<file path="src/rtl/lcd_pkg.sv">
// rtl/lcd_pkg.sv - shared types and constants for the character LCD sequencer
package lcd_pkg;

  typedef enum logic [2:0] {
    S_PWR,
    S_LOAD,
    S_SETUP,
    S_PULSE,
    S_HOLD,
    S_WAIT,
    S_IDLE
  } lcd_state_t;

  localparam int LP_TMR_W  = 20;

  localparam int LP_BIT_ON = 31;
  localparam int LP_BIT_EN = 10;
  localparam int LP_BIT_RS = 9;
  localparam int LP_BIT_RW = 8;

  localparam logic [7:0] LP_CMD_CLEAR    = 8'h01;
  localparam logic [7:0] LP_CMD_HOME     = 8'h02;
  localparam logic [7:0] LP_CMD_HOME_ALT = 8'h03;

  // Entry [0] is sent first: function set, display on, clear, entry mode.
  localparam logic [3:0][7:0] LP_INIT_ROM = {8'h06, 8'h01, 8'h0C, 8'h38};

  function automatic logic is_slow_cmd(input logic rs, input logic [7:0] data);
    return !rs && (data == LP_CMD_CLEAR || data == LP_CMD_HOME || data == LP_CMD_HOME_ALT);
  endfunction

endpackage

</file>
<file path="src/rtl/lcd_timer.sv">
// rtl/lcd_timer.sv - loadable down-counter; o_zero flags the last cycle of a state
module lcd_timer
  import lcd_pkg::*;
(
  input  logic                i_clk,
  input  logic                i_rst_n,
  input  logic                i_load,
  input  logic [LP_TMR_W-1:0] i_value,
  output logic                o_zero
);

  logic [LP_TMR_W-1:0] r_count;

  always_ff @(posedge i_clk or negedge i_rst_n) begin
    if (!i_rst_n) begin
      r_count <= '0;
    end else if (i_load) begin
      r_count <= i_value;
    end else if (r_count != '0) begin
      r_count <= r_count - 1'b1;
    end
  end

  assign o_zero = (r_count == '0);

endmodule

</file>
<file path="src/rtl/lcd_ctrl.sv">
// rtl/lcd_ctrl.sv - HD44780 power-on, init sequence and timed single-transfer engine
module lcd_ctrl
  import lcd_pkg::*;
#(
  parameter int P_POWERON  = 750000,
  parameter int P_SETUP    = 2,
  parameter int P_PULSE    = 12,
  parameter int P_HOLD     = 2,
  parameter int P_CMD_WAIT = 2000,
  parameter int P_CLR_WAIT = 82000
) (
  input  logic        i_clk,
  input  logic        i_reset,
  input  logic        i_valid,
  input  logic        i_rs,
  input  logic [7:0]  i_data,
  output logic        o_ready,
  output logic        o_init_done,
  output logic [31:0] o_io_lcd
);

  localparam logic [LP_TMR_W-1:0] LP_PWR_M1 = LP_TMR_W'(P_POWERON - 1);
  localparam logic [LP_TMR_W-1:0] LP_SET_M1 = LP_TMR_W'(P_SETUP - 1);
  localparam logic [LP_TMR_W-1:0] LP_PUL_M1 = LP_TMR_W'(P_PULSE - 1);
  localparam logic [LP_TMR_W-1:0] LP_HLD_M1 = LP_TMR_W'(P_HOLD - 1);
  localparam logic [LP_TMR_W-1:0] LP_CMD_M1 = LP_TMR_W'(P_CMD_WAIT - 1);
  localparam logic [LP_TMR_W-1:0] LP_CLR_M1 = LP_TMR_W'(P_CLR_WAIT - 1);

  lcd_state_t          r_state;
  logic [1:0]          r_idx;
  logic                r_init_done;
  logic                r_on;
  logic                r_en;
  logic                r_rs;
  logic [7:0]          r_data;

  logic                w_tmr_load;
  logic [LP_TMR_W-1:0] w_tmr_value;
  logic                w_tmr_zero;

  lcd_timer u_timer (
    .i_clk   (i_clk),
    .i_rst_n (i_reset),
    .i_load  (w_tmr_load),
    .i_value (w_tmr_value),
    .o_zero  (w_tmr_zero)
  );

  // Load the timer on the same edge the FSM enters the timed state, so the
  // first cycle of that state already reads N-1.
  always_comb begin
    w_tmr_load  = 1'b0;
    w_tmr_value = '0;
    case (r_state)
      S_PWR: begin
        if (!r_on) begin
          w_tmr_load  = 1'b1;
          w_tmr_value = LP_PWR_M1;
        end
      end
      S_LOAD: begin
        w_tmr_load  = 1'b1;
        w_tmr_value = LP_SET_M1;
      end
      S_SETUP: begin
        w_tmr_load  = w_tmr_zero;
        w_tmr_value = LP_PUL_M1;
      end
      S_PULSE: begin
        w_tmr_load  = w_tmr_zero;
        w_tmr_value = LP_HLD_M1;
      end
      S_HOLD: begin
        w_tmr_load  = w_tmr_zero;
        w_tmr_value = is_slow_cmd(r_rs, r_data) ? LP_CLR_M1 : LP_CMD_M1;
      end
      S_IDLE: begin
        w_tmr_load  = i_valid;
        w_tmr_value = LP_SET_M1;
      end
      default: begin
        w_tmr_load  = 1'b0;
        w_tmr_value = '0;
      end
    endcase
  end

  always_ff @(posedge i_clk or negedge i_reset) begin
    if (!i_reset) begin
      r_state     <= S_PWR;
      r_idx       <= 2'd0;
      r_init_done <= 1'b0;
      r_on        <= 1'b0;
      r_en        <= 1'b0;
      r_rs        <= 1'b0;
      r_data      <= 8'h00;
    end else begin
      case (r_state)
        S_PWR: begin
          if (!r_on) begin
            r_on <= 1'b1;
          end else if (w_tmr_zero) begin
            r_state <= S_LOAD;
          end
        end
        S_LOAD: begin
          r_rs    <= 1'b0;
          r_data  <= LP_INIT_ROM[r_idx];
          r_state <= S_SETUP;
        end
        S_SETUP: begin
          if (w_tmr_zero) begin
            r_en    <= 1'b1;
            r_state <= S_PULSE;
          end
        end
        S_PULSE: begin
          if (w_tmr_zero) begin
            r_en    <= 1'b0;
            r_state <= S_HOLD;
          end
        end
        S_HOLD: begin
          if (w_tmr_zero) begin
            r_state <= S_WAIT;
          end
        end
        S_WAIT: begin
          if (w_tmr_zero) begin
            if (r_init_done) begin
              r_state <= S_IDLE;
            end else if (r_idx != 2'd3) begin
              r_idx   <= r_idx + 2'd1;
              r_state <= S_LOAD;
            end else begin
              r_init_done <= 1'b1;
              r_state     <= S_IDLE;
            end
          end
        end
        S_IDLE: begin
          if (i_valid) begin
            r_rs    <= i_rs;
            r_data  <= i_data;
            r_state <= S_SETUP;
          end
        end
        default: r_state <= S_PWR;
      endcase
    end
  end

  assign o_ready     = (r_state == S_IDLE);
  assign o_init_done = r_init_done;
  assign o_io_lcd    = {r_on, 20'h00000, r_en, r_rs, 1'b0, r_data};

endmodule

</file>
<file path="config.mk">
export PLATFORM = sky130hd
export DESIGN_NAME = lcd_ctrl
export DESIGN_NICKNAME = d
export VERILOG_FILES = /design/src/rtl/lcd_pkg.sv /design/src/rtl/lcd_timer.sv /design/src/rtl/lcd_ctrl.sv
export SDC_FILE = /design/constraint.sdc
export NUM_CORES = 1
export LEC_CHECK = 0
export BUFFER_PORTS_ARGS = -buffer_cell sky130_fd_sc_hd__clkbuf_2
export CAP_MARGIN = 20
export CORE_MARGIN = 4
export CORE_UTILIZATION = 55
export DETAILED_ROUTE_END_ITERATION = 10
export PLACE_DENSITY = 0.79
export SYNTH_ARGS = -nofsm -noshare
export SYNTH_HDL_FRONTEND = slang
export SYNTH_SLANG_ARGS = --single-unit
</file>
<file path="constraint.sdc">
create_clock -name i_clk -period 5.4 [get_ports i_clk]
set_input_delay 0.27 -clock i_clk [delete_from_list [all_inputs] [get_ports i_clk]]
set_output_delay 0.27 -clock i_clk [all_outputs]
set_load 0.02 [all_outputs]
</file>
# Word level (Yosys, flattened, before mapping)
# Index checks and enable logic that the tools add are counted.
# classes
add_sub_neg	2
multipliers	0
div_mod_pow	0
order_cmp	1
n_eq_ne	17
n_shift	0
n_mux	28
n_bitwise	1
reduce_logical	17
# op_table
op	n
20-bit one-hot mux with 4 select lines	1
20-bit 2-to-1 mux	3
3-bit 2-to-1 mux	9
3-bit one-hot mux with 7 select lines	1
20-bit zero test	1
20-bit nonzero test	1
20-bit by 1-bit subtractor with 20-bit output, second input constant	1
17-bit 2-to-1 mux	1
8-bit binary-select mux with 2-bit select	1
8-bit by 2-bit equality test with 1-bit output, second input constant	2
8-bit 2-to-1 mux	2
8-bit one-hot mux with 2 select lines	1
2-bit by 1-bit != test with 1-bit output, second input constant	5
3-bit equality test, second input constant	3
8-bit by 1-bit equality test with 1-bit output, second input constant	1
7-bit AND reduction	1
3-bit by 2-bit equality test with 1-bit output, second input constant	2
1-bit 2-to-1 mux	6
2-bit != test, second input constant	3
2-bit nonzero test	3
3-bit OR reduction	2
1-bit one-hot mux with 2 select lines	2
1-bit one-hot mux with 4 select lines	1
2-bit AND reduction	2
other kinds (10)	11
# totals
reg_bits	37
latch_bits	0
mem_bits_rw	0
rom_bits	0
in_bits	12
elab_cells	74
memories	0

# Longest topological paths before layout
# Gate-level depths: netlist (run 1).
# logic_depth
word_depth	7
ltp_mapped	9

# By module
# A second synthesis (run 1) with hierarchy kept.
# unflattened
hier_cells	256
area_unflattened_um2	2437.3
# modules_own_cells
module	instances	cells_each	area_per_inst_um2	seq_area_each_um2
lcd_ctrl	1	133	1234.9	425.4
lcd_timer	1	123	1202.4	500.5

# Worst setup path before layout (run 1)
# OpenSTA, ideal clock, no wires.
# synth_timing
path_type	register to register
from	register u_timer.r_count[0]
to	register r_en
setup_ns	0.127
arrival_time_ns	1.983
t_required_ns	5.273
setup_slack_ns	3.290
path_stages_with_launch	9
n_path_buf	1
synth_period_minus_slack_ns	2.110
path_cell_list	dfrtp_1 > inv_1 > ha_1 > or4b_4 > nor2_1 > and3_1 > buf_4 > nand2_1 > mux2_1
# synth_via
elab_chain_len	3
word_cells_on_any_way	4
# synth_rtl
element	line	source
start, declared	lcd_timer.sv:12	logic [LP_TMR_W-1:0] r_count;
start signal, assigned	lcd_timer.sv:18	r_count <= i_value;
start signal, assigned	lcd_timer.sv:20	r_count <= r_count - 1'b1;
20-bit zero test *	lcd_timer.sv:24	assign o_zero = (r_count == '0);
2-bit by 1-bit != test with 1-bit output (no source line)	n/a	
3-bit AND reduction (no source line) *	n/a	
end signal, assigned	lcd_ctrl.sv:94	r_en <= 1'b0;
end signal, assigned	lcd_ctrl.sv:113	r_en <= 1'b1;
end signal, assigned	lcd_ctrl.sv:119	r_en <= 1'b0;
end, declared	lcd_ctrl.sv:33	logic r_en;
# Every way passes the cells marked *; elsewhere a longest branch is shown, timed or not.
# A chain may end at the register's enable or synchronous reset.

# Worst setup path in the final report (run 1)
# layout_timing
from	register u_timer.r_count[0]
to	register r_idx[1]
# layout_via
elab_chain_len	2
# layout_rtl
element	line	source
20-bit zero test	lcd_timer.sv:24	
4-bit AND reduction (no source line)	n/a	
end signal, assigned	lcd_ctrl.sv:133	r_idx <= r_idx + 2'd1;
end, declared	lcd_ctrl.sv:30	logic [1:0] r_idx;
# No other way between the ends.

==> out/results.ini, run 1 <==
[synth]
synthesis.area_um2 = 2400
synth_cells = 256
synth_ff_type = dfrtp_1
avgSynthCellArea_um2 = 9.37
synth-xor-area-share = 0.0547
ys_seq_area_frac = 0.386
synth_mux_area_frac = 0.0308
synth_cell_types = 64
synthArstFlopShare = 1.00
synth_top_family_by_area = simple AND/OR/NAND/NOR gates
synthAdderAreaFrac = 0.0365
synth-compound-area-share = 0.163
yosysWarnings = 0
synthSimpleGateAreaFrac = 0.206
ys_ff_latch = 37
synth_edf_count = 0

[placement]
placed_area_um2 = 2410
dp_cells = 317
port_buffers = 24
finalWeightedCongestion = 0.933
detailed_place_hpwl_um = 3660

[power_and_ir_drop]
ir_worst_vdd_v = 0.000125
leakage_nw = 1.06
p_per_area_nw_per_um2 = 196
finalPower_uw = 490

[timing]
slew_headroom = 0.393
hold_violations = 0
finalSetupTns_ns = 0
grt_setup_unrepaired = no
finalMaxSlewViolations = 0
tightest_slew_ns = 0.911
min_period_ns = 2.53
setup_viol = 0
fin_crit_sh = 0.469
fmax_mhz = 395
skew_ns = 0.0126

[setup_path]
crit_required_ns = 5.58
path_max_fanout = 13
arrival_ns = 2.72
crit_type = reg -> reg
crit_path_start_kind = flop
cp-end-kind = flop

[floorplanning]
die_y_um = 74.1
fp.dieW_um = 74.1
start_util = 0.583
io_pins = 46
rows = 23
die_area_um2 = 5480
core_area_um2 = 4120

[global_routing]
gr-total-overflow = 0
grtUsageTotal = 0.197
grt_pass1_wl_um = 8210
use_met3 = 0.0486
use_met2 = 0.294
gr-max-usage-layer = met2
grt_util_met1 = 0.275
grt_max_degree = 38
antenna_found_initial = 0
grt_pass1_vias = 1732

[finish]
drive_gt1_frac = 0.196
areaGrowthSynthToFinish_pct = 4.43
fin_util = 0.609
final_cell_area_um2 = 2510
fillers = 365
fin_cells = 326
antenna_cells = 0
nNetsFinal = 294

[outcome]
outcome = finished, final reports clean

[cts]
clk_latency_ns = 0.30
htreeDepth = 2
clkTransAtPathRegs_ns = 0.08
post-cts-setup-buffers = 0
cts_resized = 0
cts_tree = yes
cts_buffer_depth = 2
cts_buffers = 5
cts_hold_buf = 0
cts_sinks = 37
root_buffer = clkbuf_8

[worst_hold_path]
min_path_type = in -> async

[route]
vias = 1849
drtAntennaViolNets = 0
dr.first_iter.drc_count = 151
via_per_inst = 5.67
drt_wl_total_um = 4990
drc_errors = 0
drtPass1Iterations = 4
wl_per_cell_um = 15.3

[run]
max-cap-violations = 0

-- area by class of cell --
| cell class | instances | area, um2 | area share |
|---|---|---|---|
| Sequential cell | 37 | 926 | 0.369 |
| Timing Repair Buffer | 25 | 128 | 0.0509 |
| Tap cell | 50 | 62.6 | 0.0250 |
| Inverter | 12 | 45.0 | 0.0180 |
| Clock buffer | 5 | 68.8 | 0.0275 |
| Clock inverter | 3 | 17.5 | 0.00699 |
| Multi-Input combinational cell | 194 | 1260 | 0.502 |
-- metal layers --
metal	vias up	wire (um)
met2	57	2400
met1	888	2210
li1	896	-
met4	0	93
met3	8	286
met5	-	0
-- cell usage after synthesis (2+ instances only) --
cell | count | area (um2)
dfrtp_1 | 37 | 926
buf_4 | 25 | 188
nor2_1 | 22 | 82.6
a21oi_1 | 19 | 95.1
nand2_1 | 16 | 60.1
o21ai_0 | 12 | 60.1
xnor2_1 | 11 | 96.3
inv_1 | 10 | 37.5
nand3_1 | 10 | 50.1
ha_1 | 7 | 87.6
nor3_1 | 5 | 25.0
mux2i_1 | 4 | 40.0
o22ai_1 | 4 | 25.0
xor2_1 | 4 | 35.0
nor2b_1 | 3 | 18.8
o31ai_1 | 3 | 22.5
or2_2 | 3 | 18.8
a211oi_1 | 2 | 15.0
a31o_2 | 2 | 17.5
a31oi_1 | 2 | 12.5
and2_1 | 2 | 12.5
buf_2 | 2 | 10.0
buf_6 | 2 | 22.5
clkbuf_1 | 2 | 7.51
mux2_2 | 2 | 22.5
nand3b_1 | 2 | 15.0
nand4_1 | 2 | 12.5
nor3_4 | 2 | 32.5
o32ai_1 | 2 | 17.5
or3_1 | 2 | 12.5
or3_4 | 2 | 22.5
-- registers in the layout, indices dropped and copies added (netlist names) --
signal / count
o_init_done: 1
r_data: 8
r_en: 1
r_idx: 2
r_on: 1
r_rs: 1
r_state: 3
u_timer.r_count: 20
-- final timing paths --
path / cells after the start / slack, ns / endpoint / startpoint
setup reg to reg: 7 / 2.87 / r_idx[1] / u_timer.r_count[0]
hold reg to reg: 1 / 0.50 / o_init_done / o_init_done
hold / removal: 1 / 0.1 / u_timer.r_count[5] / i_reset
max in group asynchronous: 1 / 4.73 / u_timer.r_count[1] / i_reset
min in group i_clk: 3 / 0.20 / r_rs / i_rs
setup / recovery: 7 / 2.87 / r_idx[1] / u_timer.r_count[0]
-- cells in the final DEF (no fill, tap or decap), types with 3 or more instances in the layout --
cell type  count
dfrtp_1       37
clkbuf_2      24
nor2_1        22
conb_1        21
a21oi_1       19
nand2_1       16
o21ai_0       12
xnor2_1       11
inv_1         10
nand3_1       10
ha_1           7
nor3_1         5
clkbuf_8       5
mux2i_1        4
xor2_1         4
o22ai_1        4
nor2b_1        3
or2_2          3
o31ai_1        3
-- kinds of logic (layout without fill, tap and decap cells) --
group                    after synthesis  count (layout)
AND/OR/NAND/NOR                       85              85
XOR/XNOR                              15              15
multiplexers                           7               7
buffers and inverters                 45              45
adder cells (fa/ha/maj)                7               7
AO/OA/AOI/OAI                         59              59
flip-flops                            37              37
other                                  1              21
-- per-stage QoR --
| stage | hold slack, ns | worst slack [ns] |
|---|---|---|
| finish | 0.0952 | 2.87 |
| global route | 0.180 | 2.67 |
| CTS | 0.133 | 2.87 |
| detailed placement | 0.460 | 2.87 |
| global placement | 0.447 | 2.98 |
| floorplan | -0.0256 | 3.29 |
-- power by group --
| group | internal, mW | leakage [nW] | total [mW] | switching, mW |
|---|---|---|---|---|
| clock network | 0.0890 | 0.0439 | 0.191 | 0.102 |
| logic | 0.00293 | 0.596 | 0.0223 | 0.0194 |
| registers | 0.277 | 0.424 | 0.277 | 0 |
-- worst max-delay path, stage by stage, from the launching register on --
cell and delay [ns]:
dfrtp_1 0.40, inv_1 0.14, ha_1 0.16, or4b_4 0.48
nor2_1 0.17, and3_1 0.52, nand4_1 0.24, mux2_2 0.32
No activity file was read; power rests on OpenSTA's default activity.
==> inputs of run 2 (changes only) <==
- CORE_UTILIZATION: 55 -> 50
- PLACE_DENSITY: 0.79 -> 0.76
- clock period: 5.4 -> 2.3 ns (I/O delays scaled with it)
==> run 2 against run 1 <==
Effect of this change:
- utilization decreased by 2.2 points
- clock skew down 0.0081 ns
- power rose to 2.6 times the previous value
- final area rose by 5.5%
- die area rose by 8.9%
- cell count rose by 4.6%
- sequential share of layout area fell by 1.9 points
- combinational power grew 140%
- via count increased by 3.8%
- global-route usage is 1.9 points lower
- sequential power is 130% higher
==> out/results.ini, run 2 (synthesis results as in run 1) <==
[setup_path]
cp-end-kind = flop
cp_slowest_cell = or4b_4
worstPathCellList = inv_1 -> ha_1 -> or4b_4 -> nor2_1 -> buf_4 -> nand3_1 -> o311a_1 -> a31o_2
slowest_delay_ns = 0.48  ; -0.04 ns
crit_type = reg -> reg
crit_family = simple AND/OR/NAND/NOR gates
path_max_fanout = 4  ; -9
cp.depth = 8  ; +1
crit_required_ns = 2.50  ; -3.08 ns
arrival_ns = 2.40  ; -0.32 ns
rr_worst_depth = 8  ; +1
critPathBufInv = 2  ; +1
crit_path_start_kind = flop

[timing]
hold_violations = 0  ; unchanged
tightest_slew_ns = 0.901  ; -0.00945 ns
fmax_mhz = 453  ; +15%
min_period_ns = 2.21  ; -0.329 ns
fin_crit_sh = 0.959  ; +0.489
skew_ns = 0.00449  ; -0.00814 ns
finalMaxSlewViolations = 0  ; unchanged
slew_headroom = 0.399  ; +0.00630
finalSetupTns_ns = 0  ; unchanged
setup_viol = 0  ; unchanged

[finish]
top_regs = u_timer.r_count x20, r_data x8, r_state x3
largest_reg_flops = 20  ; unchanged
areaGrowthSynthToFinish_pct = 10.2
multiInputGateArea_um2 = 1270  ; +0.60%
nNetsFinal = 307  ; +4.4%
largest_register = u_timer.r_count
regArea_um2 = 926  ; unchanged
drive_gt1_frac = 0.235  ; +0.0396
fillers = 405  ; +11%
antenna_cells = 0  ; unchanged
final_cell_mix = 37 x dfrtp_1, 24 x clkbuf_2, 22 x nor2_1
final_cell_area_um2 = 2650  ; +5.5%
final_common_cell = dfrtp_1

[route]
drtPass1Iterations = 4  ; unchanged
wl_per_cell_um = 15.0  ; -2.3%
via_per_inst = 5.63  ; -0.73%
drc_errors = 0  ; unchanged
m1WireLength_um = 2360  ; +6.7%
top_layer = met4
vias = 1920  ; +3.8%
drtAntennaViolNets = 0  ; unchanged
wl_met2_um = 2400  ; -0.17%
dr.first_iter.drc_count = 102  ; -32%
drt_wl_total_um = 5110  ; +2.2%
route.met3.wl_um = 247  ; -14%

[floorplanning]
die_y_um = 77.3  ; +4.4%
io_pins = 46  ; unchanged
fp.dieW_um = 77.3  ; +4.4%
start_util = 0.533  ; -0.0504
rows = 24  ; +4.3%
core_area_um2 = 4500  ; +9.5%
die_area_um2 = 5970  ; +8.9%

[placement]
port_buffers = 24  ; unchanged
placed_area_um2 = 2500  ; +3.8%
detailed_place_hpwl_um = 3770  ; +3.2%
finalWeightedCongestion = 0.886  ; -5.0%

[cts]
cts_buffer_depth = 2  ; unchanged
clk_latency_ns = 0.30  ; about the same
cts_sinks = 37  ; unchanged
root_buffer = clkbuf_8
cts_tree = yes
cts_buffers = 5  ; unchanged
htreeDepth = 2  ; unchanged
clkTransAtPathRegs_ns = 0.08  ; about the same

[power_and_ir_drop]
p_per_area_nw_per_um2 = 482  ; +150%
ir_worst_vdd_v = 0.000403  ; +220%
leakage_nw = 1.14  ; +7.2%

[outcome]
outcome = finished, final reports clean

[global_routing]
gr-total-overflow = 0  ; unchanged
grt_pass1_vias = 1778  ; +2.7%
antenna_found_initial = 0  ; unchanged
grt_max_degree = 38  ; unchanged
grtUsageTotal = 0.179  ; -0.0186
grt_pass1_wl_um = 8480  ; +3.3%

[run]
max-cap-violations = 0  ; unchanged

[worst_hold_path]
whs_path_depth = 3
min_path_type = in -> reg

## run 2: final timing paths
check                                    from                  end  slack (ns)
setup / recovery           u_timer.r_count[1]           r_state[1]        0.09
hold / removal                      i_data[6]            r_data[6]        0.03
setup reg to reg           u_timer.r_count[1]           r_state[1]        0.09
hold reg to reg                      r_idx[0]             r_idx[0]        0.51
max in group asynchronous             i_reset  u_timer.r_count[11]        1.27
min in group asynchronous             i_reset  u_timer.r_count[19]        0.47
## run 2: layer usage
| metal | track usage | vias up |
|---|---|---|
| li1 | - | 925 |
| met3 | 0.0340 | 8 |
| met1 | 0.235 | 933 |
| met4 | 0.0872 | 0 |
| met2 | 0.282 | 54 |
| met5 | 0 | - |
## run 2: where the power goes
part / switching, mW / internal, mW / total, mW
sequential: 0 / 0.650 / 0.650
clock: 0.248 / 0.324 / 0.572
combinational: 0.0455 / 0.00797 / 0.0535
## run 2: what timing repair did
| action | CTS | global route |
|---|---|---|
| endpoints found under the setup margin | 0 | 11 |
| resized for setup | 0 | 3 |
| hold buffers | 1 | 0 |
| hold endpoints to repair | 37 | 0 |
| setup buffers | 0 | 0 |
## run 2: worst reg2reg max path, stage by stage, from the launching register on
cell and delay, ns:
dfrtp_1 0.40, inv_1 0.12, ha_1 0.15, or4b_4 0.48, nor2_1 0.16, buf_4 0.14, nand3_1 0.12, o311a_1 0.32
a31o_2 0.21
## run 2: cell type report
cell class	instances	share of cell area
tap	52	0.0246
inverter	12	0.0170
multi-input combinational	194	0.479
sequential	37	0.350
timing repair buffer	38	0.0861
clock inverter	3	0.0175
clock buffer	5	0.0260
## run 2: metrics by stage
step           hold WS [ns]  worst slack (ns)  total power, mW  std cells   util
2_1_floorplan        -0.181             0.190            0.721        276      -
3_3_place_gp          0.289             0.172            0.715        331  0.556
3_5_place_dp          0.302            0.0675            0.716        331  0.556
4_1_cts              0.0256            0.0543             1.30        340  0.584
5_1_grt              0.0323           -0.0131             1.34        341  0.587
6_report             0.0339            0.0948             1.28        341  0.587
